--- src/rtl/bit_serial_alu_seq.sv ---
// Sequencer that runs a WIDTH-bit ALU operation through one shared 1-bit slice, LSB first.
// Optional slice self-check is enabled by defining BSALU_SLICE_CHECK_EN (adds slice_err).
module bit_serial_alu_seq #(
   parameter int WIDTH = 8
) (
   input  logic             clk,
   input  logic             rst_n,
   input  logic             start,
   input  logic [2:0]       opcode,
   input  logic [WIDTH-1:0] a,
   input  logic [WIDTH-1:0] b,
   output logic             busy,
   output logic             done,
   output logic             err,
   output logic [WIDTH-1:0] result,
   output logic             zero_flag,
   output logic             cout,
   output logic             ovf,
   output logic             slice_a,
   output logic             slice_b,
   output logic             slice_ainvert,
   output logic             slice_binvert,
   output logic [1:0]       slice_op,
   output logic             slice_cy_in,
   input  logic             slice_result,
   input  logic             slice_cout
`ifdef BSALU_SLICE_CHECK_EN
   ,
   output logic             slice_err
`endif
);

   localparam int IW = (WIDTH > 1) ? $clog2(WIDTH) : 1;
   localparam logic [IW-1:0] LAST_IDX = IW'(WIDTH - 1);

   localparam logic [1:0] ST_IDLE = 2'd0;
   localparam logic [1:0] ST_RUN  = 2'd1;
   localparam logic [1:0] ST_DONE = 2'd2;

   localparam logic [2:0] OP_AND  = 3'b000;
   localparam logic [2:0] OP_OR   = 3'b001;
   localparam logic [2:0] OP_ADD  = 3'b010;
   localparam logic [2:0] OP_SUB  = 3'b011;
   localparam logic [2:0] OP_NAND = 3'b100;
   localparam logic [2:0] OP_NOR  = 3'b101;
   localparam logic [2:0] OP_SLT  = 3'b110;
   localparam logic [2:0] OP_RSVD = 3'b111;

   localparam logic [1:0] SOP_AND = 2'b00;
   localparam logic [1:0] SOP_OR  = 2'b01;
   localparam logic [1:0] SOP_ADD = 2'b10;

   logic [1:0]       state_q, state_d;
   logic [WIDTH-1:0] a_q, a_d;
   logic [WIDTH-1:0] b_q, b_d;
   logic [2:0]       opc_q, opc_d;
   logic [IW-1:0]    idx_q, idx_d;
   logic             carry_q, carry_d;
   logic [WIDTH-1:0] acc_q, acc_d;
   logic [WIDTH-1:0] result_q, result_d;
   logic             zero_q, zero_d;
   logic             cout_q, cout_d;
   logic             ovf_q, ovf_d;
   logic             err_q, err_d;

   logic             ctl_ainv;
   logic             ctl_binv;
   logic [1:0]       ctl_op;
   logic             ctl_cin0;
   logic             is_arith;
   logic             is_addsub;

   logic [WIDTH-1:0] acc_next;
   logic             msb_ovf;
   logic             slt_bit;
   logic [WIDTH-1:0] final_res;

   always_comb begin
      ctl_ainv  = 1'b0;
      ctl_binv  = 1'b0;
      ctl_op    = SOP_AND;
      ctl_cin0  = 1'b0;
      is_arith  = 1'b0;
      is_addsub = 1'b0;
      case (opc_q)
         OP_OR: begin
            ctl_op = SOP_OR;
         end
         OP_ADD: begin
            ctl_op    = SOP_ADD;
            is_arith  = 1'b1;
            is_addsub = 1'b1;
         end
         OP_SUB: begin
            ctl_binv  = 1'b1;
            ctl_op    = SOP_ADD;
            ctl_cin0  = 1'b1;
            is_arith  = 1'b1;
            is_addsub = 1'b1;
         end
         OP_NAND: begin
            ctl_ainv = 1'b1;
            ctl_binv = 1'b1;
            ctl_op   = SOP_OR;
         end
         OP_NOR: begin
            ctl_ainv = 1'b1;
            ctl_binv = 1'b1;
            ctl_op   = SOP_AND;
         end
         OP_SLT: begin
            ctl_binv = 1'b1;
            ctl_op   = SOP_ADD;
            ctl_cin0 = 1'b1;
            is_arith = 1'b1;
         end
         default: begin
            ctl_op = SOP_AND;
         end
      endcase
   end

   // The slice is only driven while running; elsewhere every control line idles at 0.
   always_comb begin
      slice_a       = 1'b0;
      slice_b       = 1'b0;
      slice_ainvert = 1'b0;
      slice_binvert = 1'b0;
      slice_op      = 2'b00;
      slice_cy_in   = 1'b0;
      if (state_q == ST_RUN) begin
         slice_a       = a_q[idx_q];
         slice_b       = b_q[idx_q];
         slice_ainvert = ctl_ainv;
         slice_binvert = ctl_binv;
         slice_op      = ctl_op;
         slice_cy_in   = (idx_q == '0) ? ctl_cin0 : carry_q;
      end
   end

   // On the last bit the MSB carry-in/out are live on the slice, so flags come from there.
   always_comb begin
      acc_next         = acc_q;
      acc_next[idx_q]  = slice_result;
      msb_ovf          = slice_cy_in ^ slice_cout;
      slt_bit          = acc_next[WIDTH-1] ^ msb_ovf;
      if (opc_q == OP_SLT) begin
         final_res = {{(WIDTH-1){1'b0}}, slt_bit};
      end else begin
         final_res = acc_next;
      end
   end

   always_comb begin
      state_d  = state_q;
      a_d      = a_q;
      b_d      = b_q;
      opc_d    = opc_q;
      idx_d    = idx_q;
      carry_d  = carry_q;
      acc_d    = acc_q;
      result_d = result_q;
      zero_d   = zero_q;
      cout_d   = cout_q;
      ovf_d    = ovf_q;
      err_d    = err_q;
      case (state_q)
         ST_IDLE: begin
            if (start) begin
               a_d     = a;
               b_d     = b;
               opc_d   = opcode;
               idx_d   = '0;
               carry_d = 1'b0;
               acc_d   = '0;
               if (opcode == OP_RSVD) begin
                  state_d  = ST_DONE;
                  result_d = '0;
                  zero_d   = 1'b1;
                  cout_d   = 1'b0;
                  ovf_d    = 1'b0;
                  err_d    = 1'b1;
               end else begin
                  state_d = ST_RUN;
               end
            end
         end
         ST_RUN: begin
            acc_d   = acc_next;
            carry_d = slice_cout;
            idx_d   = idx_q + IW'(1);
            if (idx_q == LAST_IDX) begin
               state_d  = ST_DONE;
               result_d = final_res;
               zero_d   = (final_res == '0);
               cout_d   = is_arith ? slice_cout : 1'b0;
               ovf_d    = is_addsub ? msb_ovf : 1'b0;
               err_d    = 1'b0;
            end
         end
         ST_DONE: begin
            state_d = ST_IDLE;
            err_d   = 1'b0;
         end
         default: begin
            state_d = ST_IDLE;
         end
      endcase
   end

   always_ff @(posedge clk or negedge rst_n) begin
      if (!rst_n) begin
         state_q  <= ST_IDLE;
         a_q      <= '0;
         b_q      <= '0;
         opc_q    <= '0;
         idx_q    <= '0;
         carry_q  <= 1'b0;
         acc_q    <= '0;
         result_q <= '0;
         zero_q   <= 1'b0;
         cout_q   <= 1'b0;
         ovf_q    <= 1'b0;
         err_q    <= 1'b0;
      end else begin
         state_q  <= state_d;
         a_q      <= a_d;
         b_q      <= b_d;
         opc_q    <= opc_d;
         idx_q    <= idx_d;
         carry_q  <= carry_d;
         acc_q    <= acc_d;
         result_q <= result_d;
         zero_q   <= zero_d;
         cout_q   <= cout_d;
         ovf_q    <= ovf_d;
         err_q    <= err_d;
      end
   end

`ifdef BSALU_SLICE_CHECK_EN
   // Reference slice: the same invert/op/full-adder function the external slice should implement.
   logic slice_err_q, slice_err_d;
   logic chk_a;
   logic chk_b;
   logic chk_sum;
   logic chk_res;
   logic chk_cout;
   logic chk_mismatch;

   always_comb begin
      chk_a    = slice_a ^ slice_ainvert;
      chk_b    = slice_b ^ slice_binvert;
      chk_sum  = chk_a ^ chk_b ^ slice_cy_in;
      chk_cout = (chk_a & chk_b) | (chk_a & slice_cy_in) | (chk_b & slice_cy_in);
      case (slice_op)
         SOP_AND: chk_res = chk_a & chk_b;
         SOP_OR:  chk_res = chk_a | chk_b;
         SOP_ADD: chk_res = chk_sum;
         default: chk_res = 1'b0;
      endcase
      chk_mismatch = (state_q == ST_RUN) &&
                     ((chk_res != slice_result) || (chk_cout != slice_cout));
   end

   always_comb begin
      slice_err_d = slice_err_q;
      if ((state_q == ST_IDLE) && start) begin
         slice_err_d = 1'b0;
      end else if (chk_mismatch) begin
         slice_err_d = 1'b1;
      end
   end

   always_ff @(posedge clk or negedge rst_n) begin
      if (!rst_n) begin
         slice_err_q <= 1'b0;
      end else begin
         slice_err_q <= slice_err_d;
      end
   end

   assign slice_err = slice_err_q;
`endif

   assign busy      = (state_q == ST_RUN);
   assign done      = (state_q == ST_DONE);
   assign err       = err_q;
   assign result    = result_q;
   assign zero_flag = zero_q;
   assign cout      = cout_q;
   assign ovf       = ovf_q;

endmodule

--- config.mk ---
export PLATFORM = sky130hd
export DESIGN_NAME = bit_serial_alu_seq
export DESIGN_NICKNAME = d
export VERILOG_FILES = /design/src/rtl/bit_serial_alu_seq.sv
export SDC_FILE = /design/constraint.sdc
export NUM_CORES = 1
export LEC_CHECK = 0
export ABC_CLOCK_PERIOD_IN_PS = 2120
export BUFFER_PORTS_ARGS = -buffer_cell sky130_fd_sc_hd__buf_2
export CORE_UTILIZATION = 45
export CTS_CLUSTER_SIZE = 25
export DETAILED_ROUTE_END_ITERATION = 7
export PLACE_DENSITY_LB_ADDON = 0.08
export SLEW_MARGIN = 20
export SYNTH_ARGS = -nofsm -noshare
export SYNTH_HDL_FRONTEND = slang
export SYNTH_SLANG_ARGS = --single-unit
--- constraint.sdc ---
create_clock -name clk -period 2.12 [get_ports clk]
set_input_delay 0 -clock clk [delete_from_list [all_inputs] [get_ports clk]]
set_output_delay 0 -clock clk [all_outputs]
set_load 0.01 [all_outputs]
; ---- Word-level counts from Yosys, hierarchy flattened
; Cells that the tools add are included.
[totals]
regBits = 45
output_inout_bits = 21
[op_classes]
n_reduce_logical = 17
addsub = 1
order_cmp = 2
bitwise_logic = 2
eq_ne = 13
muxes = 49
[op_table]
columns = op, count
row1 = $mux 8, 5
row2 = $pmux 8 s2, 2
row3 = $mux 1, 25
row4 = $eq 3x3->1 const B, 5
row5 = $bwmux 8, 1
row6 = $logic_not 8->1, 1
row7 = $mux 2, 4
row8 = $pmux 1 s2, 4
row9 = $pmux 2 s2, 2
row10 = $reduce_and 4->1, 2
row11 = $reduce_or 2->1, 4
row12 = $bmux 1 s3, 2
row13 = $eq 3x2->1 const B, 2
row14 = $pmux 3 s2, 1
row15 = $reduce_and 2->1, 3
row16 = $lt 3x4->1 const B, 1
row17 = $ne 2x2->1 const B, 2
row18 = $reduce_or 4->1, 1
row19 = $add 3x1->3 const B, 1
row20 = $demux 1 s3, 1
row21 = $eq 3x1->1 const B, 1
row22 = $ge 3x1->1 const B, 1
row23 = $logic_not 3->1, 1
row24 = $mux 3, 1
row25 = other kinds (10), 11

; ---- Longest topological paths before layout
; Gate-level depths: netlist (run 1).
[logic_depth]
depth_word = 11
ltp_mapped = 9

; ---- Worst setup path after synthesis (run 1)
; OpenSTA, ideal clock, no wires.
[synth_timing]
path_type = register to register
startpoint = reg idx_q[0]
endpoint = reg result_q[0], in the netlist result[0]
t_arrival_ps = 2109
path_slack_ps = -107
t_required_ps = 2002
stages_incl_launch_ff = 10
path_cell_list = dfrtp_1 -> buf_2 -> buf_1 -> inv_1 -> ha_1 -> nor2b_1 -> o22ai_2 -> xnor3_1 -> o21a_1 -> a21o_1
[synth_between]
elab_cells_between_ends = 17
[synth_lines]
columns = element, line
row1 = "start, declared", 57  ; logic [IW-1:0] idx_q, idx_d;
row2 = "start signal, assigned", 230  ; idx_q <= idx_d;
row3 = $logic_not 3->1, 137  ; slice_cy_in = (idx_q == '0) ? ctl_cin0 : carry_q;
row4 = $mux 1, 137
row5 = $mux 1, 131  ; if (state_q == ST_RUN) begin
row6 = via slice_cy_in, 24  ; output logic slice_cy_in,
row7 = $xor 1x1->1, 145  ; msb_ovf = slice_cy_in ^ slice_cout;
row8 = $xor 1x1->1, 146  ; slt_bit = acc_next[WIDTH-1] ^ msb_ovf;
row9 = $mux 8, 147  ; if (opc_q == OP_SLT) begin
row10 = $mux 8, 192  ; if (idx_q == LAST_IDX) begin
row11 = $pmux 8 s2, 167  ; case (state_q)
row12 = "end signal, assigned", 233  ; result_q <= result_d;
row13 = "end, declared", 60  ; logic [WIDTH-1:0] result_q, result_d;
; The timed path passes the listed nets, and every way through them passes these cells. The select of a mux whose other input is x is not followed.
; A chain may end at the register's enable or synchronous reset.

; ---- Final worst setup path (run 1)
[layout_timing]
startpoint = reg idx_q[2]
endpoint = out slice_b
[layout_between]
elab_chain_cells = 3
[layout_lines]
columns = element, line
row1 = $bmux 1 s3, 133  ; slice_b = b_q[idx_q];
row2 = $mux 1 (implied by the code), 133
row3 = $mux 1, 131
row4 = "end, declared", 20  ; output logic slice_b,
; No other way between the ends. The select of a mux whose other input is x is not followed.

==> impl_metrics.json, run 1 <==
{
  "status": "finished, violations left",
  "violations": "hold timing",
  "cts_resized": 0,
  "cts_buffer_depth": 2,
  "relSlewSlack": 0.6252,
  "slowest_delay_ns": 0.61,
  "cts-root-buf": "clkbuf_8",
  "synth-xor-area-share": 0.02162,
  "dieArea_um2": 5303,
  "grt_use_total": 0.2064,
  "reg2reg_setup_slack_ns": 0.22,
  "worstMarginPinSlew_ns": 0.5622,
  "fin_area_um2": 2920,
  "critical_path_arrival_ns": 1.94,
  "synth_cells": 207,
  "gp_congestion": 0.8091,
  "leakage_nw": 1.389,
  "die-width_um": 72.83,
  "synth_top_family_by_area": "multiplexers",
  "start_util": 0.4716,
  "htreeDepth": 2,
  "fin_crit_sh": 0.9168,
  "grt_pass1_vias": 1702,
  "clock_sinks": 45,
  "power.total_w": 0.003550,
  "synth_edf_count": 0,
  "endpoint": "slice_b",
  "yosysWarnings": 0,
  "portBuffers": 44,
  "startpoint_type": "register",
  "finClkSkew_ns": 0.002821,
  "num_rows": 25,
  "setup_viol": 0,
  "route.detailed.drc": 0,
  "whs_ns": -0.0008823,
  "vias": 1737,
  "synthMuxAreaShare": 0.1641,
  "core_area_um2": 4786,
  "clk_latency_ns": 0.29,
  "critPathKind": "register to output pin",
  "worstSetupPathDepth": 6,
  "netlist_area_um2": 2257,
  "setup_tns_ns": 0,
  "dpl.hpwl_um": 3429,
  "hp-class": "input port to register",
  "finalNonFillerCells": 347,
  "detail-route-antenna-nets": 0,
  "final_util": 0.6102,
  "path_max_fanout": 15,
  "r2r_cells": 7,
  "vias_per_cell": 5.006,
  "period_needed_ns": 1.944,
  "power_density_nw_per_um2": 1216,
  "synth_fp_nets": 237,
  "path_cells": "mux2_2 -> a221oi_1 -> nor2_1 -> nor2_1 -> nor2_1 -> buf_2",
  "cts_buffers": 5,
  "worstPathRequired_ns": 2.12,
  "drive_above_1_share": 0.3143,
  "num_antenna_cells": 0,
  "fmax_mhz": 514.5,
  "synth.avg_cell_area_um2": 10.90,
  "wirelength_um": 4885,
  "wl_per_cell_um": 14.08,
  "crit_top_cell": "nor2_1",
  "synthSimpleGateAreaFrac": 0.1247,
  "ys.flop_type": "dfrtp_1",
  "ys_seq_area_frac": 0.4989,
  "startpoint": "idx_q[2]",
  "dr.first_iter.drc_count": 82,
  "die_height_um": 72.83,
  "gr-total-overflow": 0,
  "cp-end-kind": "output pin",
  "maxSlewViolCount": 0,
  "cts.clk_slew.worst_paths_ns": 0.08,
  "dp.cells": 319,
  "hold_viol": 1,
  "grt_pass1_wl_um": 8217,
  "ys_types": 41,
  "cap_violations": 0,
  "regArea_um2": 1126,
  "path_buf_inv": 1,
  "critPathTopFamily": "flip-flops",
  "syn2layout_area_growth_pct": 29.38,
  "cp_slowest_cell": "dfrtp_1",
  "grt_max_degree": 46,
  "fillers": 445,
  "first_pass_iters": 4,
  "reg2reg_to": "result[0]",
  "nets": 309,
  "grt_setup_unrepaired": "no",
  "multiInputGateArea_um2": 1046,
  "async_flop_share": 1.000,
  "pin_count": 45,
  "r2r-start": "state_q[1]",
  "cts_tree": "yes",
  "synthAdderAreaFrac": 0.03326,
  "yosys_register_bits": 45,
  "synth-compound-area-share": 0.1197,
  "antenna_found_initial": 0,
  "vdd_drop_max_mv": 0.6997,
  "dpl_cell_area_um2": 2604
}
-- worst min-delay path by stage --
stage,startpoint,endpoint,slack [ns],cells past startpoint
6_report,slice_cout,cout,-0.0009,3
5_1_grt,slice_cout,cout,0.05,3
4_1_cts,slice_cout,cout,0.004,3
3_5_place_dp,rst_n,opc_q[2],0.12,2
3_3_place_gp,rst_n,opc_q[2],0.12,2
2_1_floorplan,rst_n,a_q[0],-0.30,0
-- state kept, by name (all words and copies together) (netlist names) --
| register | count |
|---|---|
| a_q | 8 |
| acc_q | 8 |
| b_q | 8 |
| result | 8 |
| idx_q | 3 |
| opc_q | 3 |
| state_q | 2 |
| carry_q | 1 |
| cout | 1 |
| err | 1 |
| ovf | 1 |
| zero_flag | 1 |
-- worst register-to-register path, cell delays in order, from the launching register on --
cell	delay (ns)
dfrtp_1	0.41
inv_1	0.09
ha_1	0.23
nand4b_1	0.14
o22ai_2	0.24
xnor3_1	0.34
o21a_1	0.20
a21o_1	0.15
-- per-stage QoR --
stage          worst slack (ns)  hold slack (ns)
4_1_cts                  0.1664         0.003576
5_1_grt                 0.06610          0.04734
6_report                 0.1763       -0.0008823
2_1_floorplan           0.02095          -0.2956
3_5_place_dp             0.2236           0.1197
3_3_place_gp             0.2772           0.1238
-- final cells by class --
type / count / area share
clock buffers: 7 / 0.02956
clock inverters: 1 / 0.01028
inverters: 8 / 0.01028
multi-input cells: 142 / 0.3582
flip-flops and latches: 45 / 0.3856
well taps: 67 / 0.02871
repair buffers: 77 / 0.1774
-- Yosys cell counts, types with 2 or more instances --
library cell | n | area (um2)
dfrtp_1 | 45 | 1126
nand2_1 | 29 | 108.9
mux2_2 | 20 | 225.2
o21ai_0 | 19 | 95.09
mux2i_1 | 10 | 100.1
inv_1 | 8 | 30.03
nor2_1 | 7 | 26.28
ha_1 | 6 | 75.07
a21oi_1 | 5 | 25.02
clkbuf_1 | 5 | 18.77
buf_2 | 4 | 20.02
nand3b_1 | 4 | 30.03
a32o_1 | 3 | 30.03
nand3_1 | 3 | 15.01
nor2b_1 | 3 | 18.77
nor3_1 | 3 | 15.01
a221oi_1 | 2 | 17.52
a31oi_1 | 2 | 12.51
and3_1 | 2 | 12.51
mux4_2 | 2 | 45.04
nand2b_1 | 2 | 12.51
nor3b_1 | 2 | 15.01
o21a_1 | 2 | 15.01
xnor2_1 | 2 | 17.52
-- timing repair --
item	4_1_cts	5_1_grt
hold buffers	20	0
hold endpoints to repair	64	0
endpoints found under the setup margin	0	0
setup buffers	0	0
-- cells in the final DEF (no fill, tap or decap), types with 4 or more instances in the layout --
master and instances:
mux2_2 20, nand2_1 29, ha_1 6, a21oi_1 5, o21ai_0 19, mux2i_1 10, clkbuf_8 6, buf_4 13
dfrtp_1 45, nand3b_1 4, buf_2 44, dlygate4sd3_1 20, inv_1 8, nor2_1 7
-- report_power, final --
| group | internal [W] | total, W | switching, W |
|---|---|---|---|
| Combinational | 0.000733 | 0.00152 | 0.000786 |
| Sequential | 0.00117 | 0.00137 | 0.000197 |
| Clock | 0.000384 | 0.000666 | 0.000282 |
-- cells by family (layout without fill, tap and decap cells) --
family / Yosys count / count (layout)
buffers and inverters: 20 / 93
multiplexers: 32 / 32
XOR/XNOR: 4 / 4
AO/OA/AOI/OAI: 42 / 42
AND/OR/NAND/NOR: 58 / 58
flip-flops: 45 / 45
adder cells (fa/ha/maj): 6 / 6
-- per-layer routing --
layer  global-route usage  part of all wire
met5                    0                 0
met2               0.3385              0.49
met3              0.03729             0.025
met4              0.06318            0.0078
met1               0.2798              0.48
Note: power is estimated with default switching activity, not from simulation.
==> run 2: changes to the inputs <==
Settings changed: ABC_CLOCK_PERIOD_IN_PS 2120 to 1900, CTS_CLUSTER_SIZE 25 to default.
Clock period 2.12 ns to 1.9 ns, I/O delays scaled along.
==> run 2 against run 1 <==
The run now ends clean. Global-route usage rose by 0.52 points. Combinational power increased by 16%. First-iteration DRC count is 13% higher. Setup slack got worse by 0.077 ns. Clock-buffer cell count shrank 2. Non-clock buffer count rose by 5. Register-to-register slack worse by 0.12 ns. Critical endpoint is now result[0].
==> impl_metrics.json, run 2 (synthesis results as in run 1) <==
{
  "clock_sinks": 45,
  "clk_latency_ns": 0.30,
  "fin_ws_ns": 0.09956,
  "critPathKind": "register to register",
  "finClkSkew_ns": 0.006299,
  "worstMarginPinSlew_ns": 0.4378,
  "cap_violations": 0,
  "cts-root-buf": "clkbuf_8",
  "wirelength_um": 4879,
  "power.total_w": 0.004128,
  "antenna_found_initial": 0,
  "dieArea_um2": 5303,
  "first_pass_iters": 4,
  "hold_viol": 0,
  "portBuffers": 44,
  "p_switching_w": 0.001433,
  "regArea_um2": 1130,
  "grt_pass1_vias": 1684,
  "htreeDepth": 2,
  "nets": 314,
  "start_util": 0.4716,
  "num_rows": 25,
  "die-width_um": 72.83,
  "dr.first_iter.drc_count": 93,
  "seqPwrFrac": 0.368,
  "grt_use_total": 0.2116,
  "worstPathRequired_ns": 2.09,
  "critical_path_arrival_ns": 1.99,
  "startpoint_type": "register",
  "gp_congestion": 0.7910,
  "status": "finished, final reports clean",
  "fillers": 421,
  "multiInputGateArea_um2": 1064,
  "slowest_delay_ns": 0.42,
  "num_antenna_cells": 0,
  "path_cells": "buf_4 -> nand3_1 -> mux2i_1 -> xnor3_1 -> o21a_1 -> a21o_1",
  "leakage_nw": 1.430,
  "fmax_mhz": 555.4,
  "maxSlewViolCount": 0,
  "whs_ns": 0.009858,
  "power_density_nw_per_um2": 1376,
  "path_buf_inv": 1,
  "cts_tree": "yes",
  "p_int_w": 0.002696,
  "dpl_cell_area_um2": 2636,
  "dpl.hpwl_um": 3575,
  "detail-route-antenna-nets": 0,
  "gr-total-overflow": 0,
  "vias": 1742,
  "place_ws_ns": 0.09311,
  "relSlewSlack": 0.7081,
  "finalNonFillerCells": 352,
  "layout_common_cells": "buf_2, dfrtp_1, nand2_1",
  "path_max_fanout": 6,
  "dp.cells": 323,
  "grt_max_degree": 21,
  "cp_slowest_cell": "dfrtp_2",
  "cp-end-kind": "register",
  "fin_area_um2": 3000,
  "die_height_um": 72.83,
  "clkPwrFrac": 0.206,
  "drive_above_1_share": 0.3649,
  "fin_crit_sh": 0.9476,
  "setup_viol": 0,
  "route.detailed.drc": 0,
  "grt_setup_unrepaired": "no",
  "vias_per_cell": 4.949,
  "cts_buffer_depth": 2,
  "power_frac_comb": 0.426,
  "critPathTopFamily": "flip-flops",
  "cts_buffers": 5,
  "pin_count": 45,
  "vdd_drop_max_mv": 0.6557,
  "p_sw_frac": 0.3470,
  "period_needed_ns": 1.800,
  "core_area_um2": 4786,
  "grt_pass1_wl_um": 8397,
  "wl_per_cell_um": 13.86,
  "syn2layout_area_growth_pct": 32.93,
  "final_common_cell": "buf_2",
  "hp-class": "input port to register",
  "cts.clk_slew.worst_paths_ns": 0.09
}
[run 2: cell types whose count changed in the layout (fill, tap and decap cells not counted), moves of 3 or more]
cell,delta
buf_4,+4
ha_1,-3
ha_2,+3
dfrtp_1,-3
dfrtp_2,+3
[run 2: layout make-up]
cell class / instances / share of cell area
Clock inverter: 3 / 0.02168
Tap cell: 67 / 0.02794
Inverter: 8 / 0.01001
Sequential cell: 45 / 0.3766
Multi-Input combinational cell: 142 / 0.3545
Timing Repair Buffer: 82 / 0.1864
Clock buffer: 5 / 0.02294
[run 2: path summary, 6_finish.rpt]
path | depth (start not counted) | start | slack (ns) | end
min | 3 | slice_cout | 0.01 | cout
min reg2reg | 2 | ovf | 0.48 | ovf
max | 6 | idx_q[2] | 0.1 | result[0]
min in group asynchronous | 2 | rst_n | 0.16 | opc_q[0]
max in group asynchronous | 3 | rst_n | 1.17 | result[6]
max reg2reg | 6 | idx_q[2] | 0.1 | result[0]
[run 2: timing repair]
| item | in CTS | in global routing |
|---|---|---|
| endpoints found under the setup margin | 1 | 14 |
| resized for setup | 2 | 7 |
| hold buffers | 20 | 0 |
| hold endpoints to repair | 37 | 0 |
| buffers inserted | 0 | 1 |
| cloned | 0 | 0 |
[run 2: power groups by stage]
| stage | combinational, W | sequential, W | clock, W |
|---|---|---|---|
| after global placement | 0.00169 | 0.00153 | 0 |
| after CTS | 0.00174 | 0.00152 | 0.000864 |
| after floorplan | 0.00119 | 0.00150 | 0 |
| after global routing | 0.00197 | 0.00157 | 0.000911 |
| after detailed placement | 0.00170 | 0.00154 | 0 |
| final | 0.00176 | 0.00152 | 0.000850 |
[run 2: routing by layer]
metal  up-vias  track usage  share of wire  wire length, um
met5         -            0              0                0
met4         0      0.06536          0.011               55
met3         7      0.02901          0.022              109
met2        33       0.3323           0.49             2377
met1       814       0.3054           0.48             2336
li1        888            -              -                -
[run 2: worst min-delay path, cell delays in order]
cell	delay [ns]
buf_2	0.13
nand2_1	0.07
o21ai_0	0.07
[run 2: through the flow]
step / TNS, ns / utilization
finish: 0 / 0.6269
global route: 0 / 0.6269
CTS: 0 / 0.6217
detailed placement: 0 / 0.5509
global placement: 0 / 0.5509
floorplan: -0.01123 / -
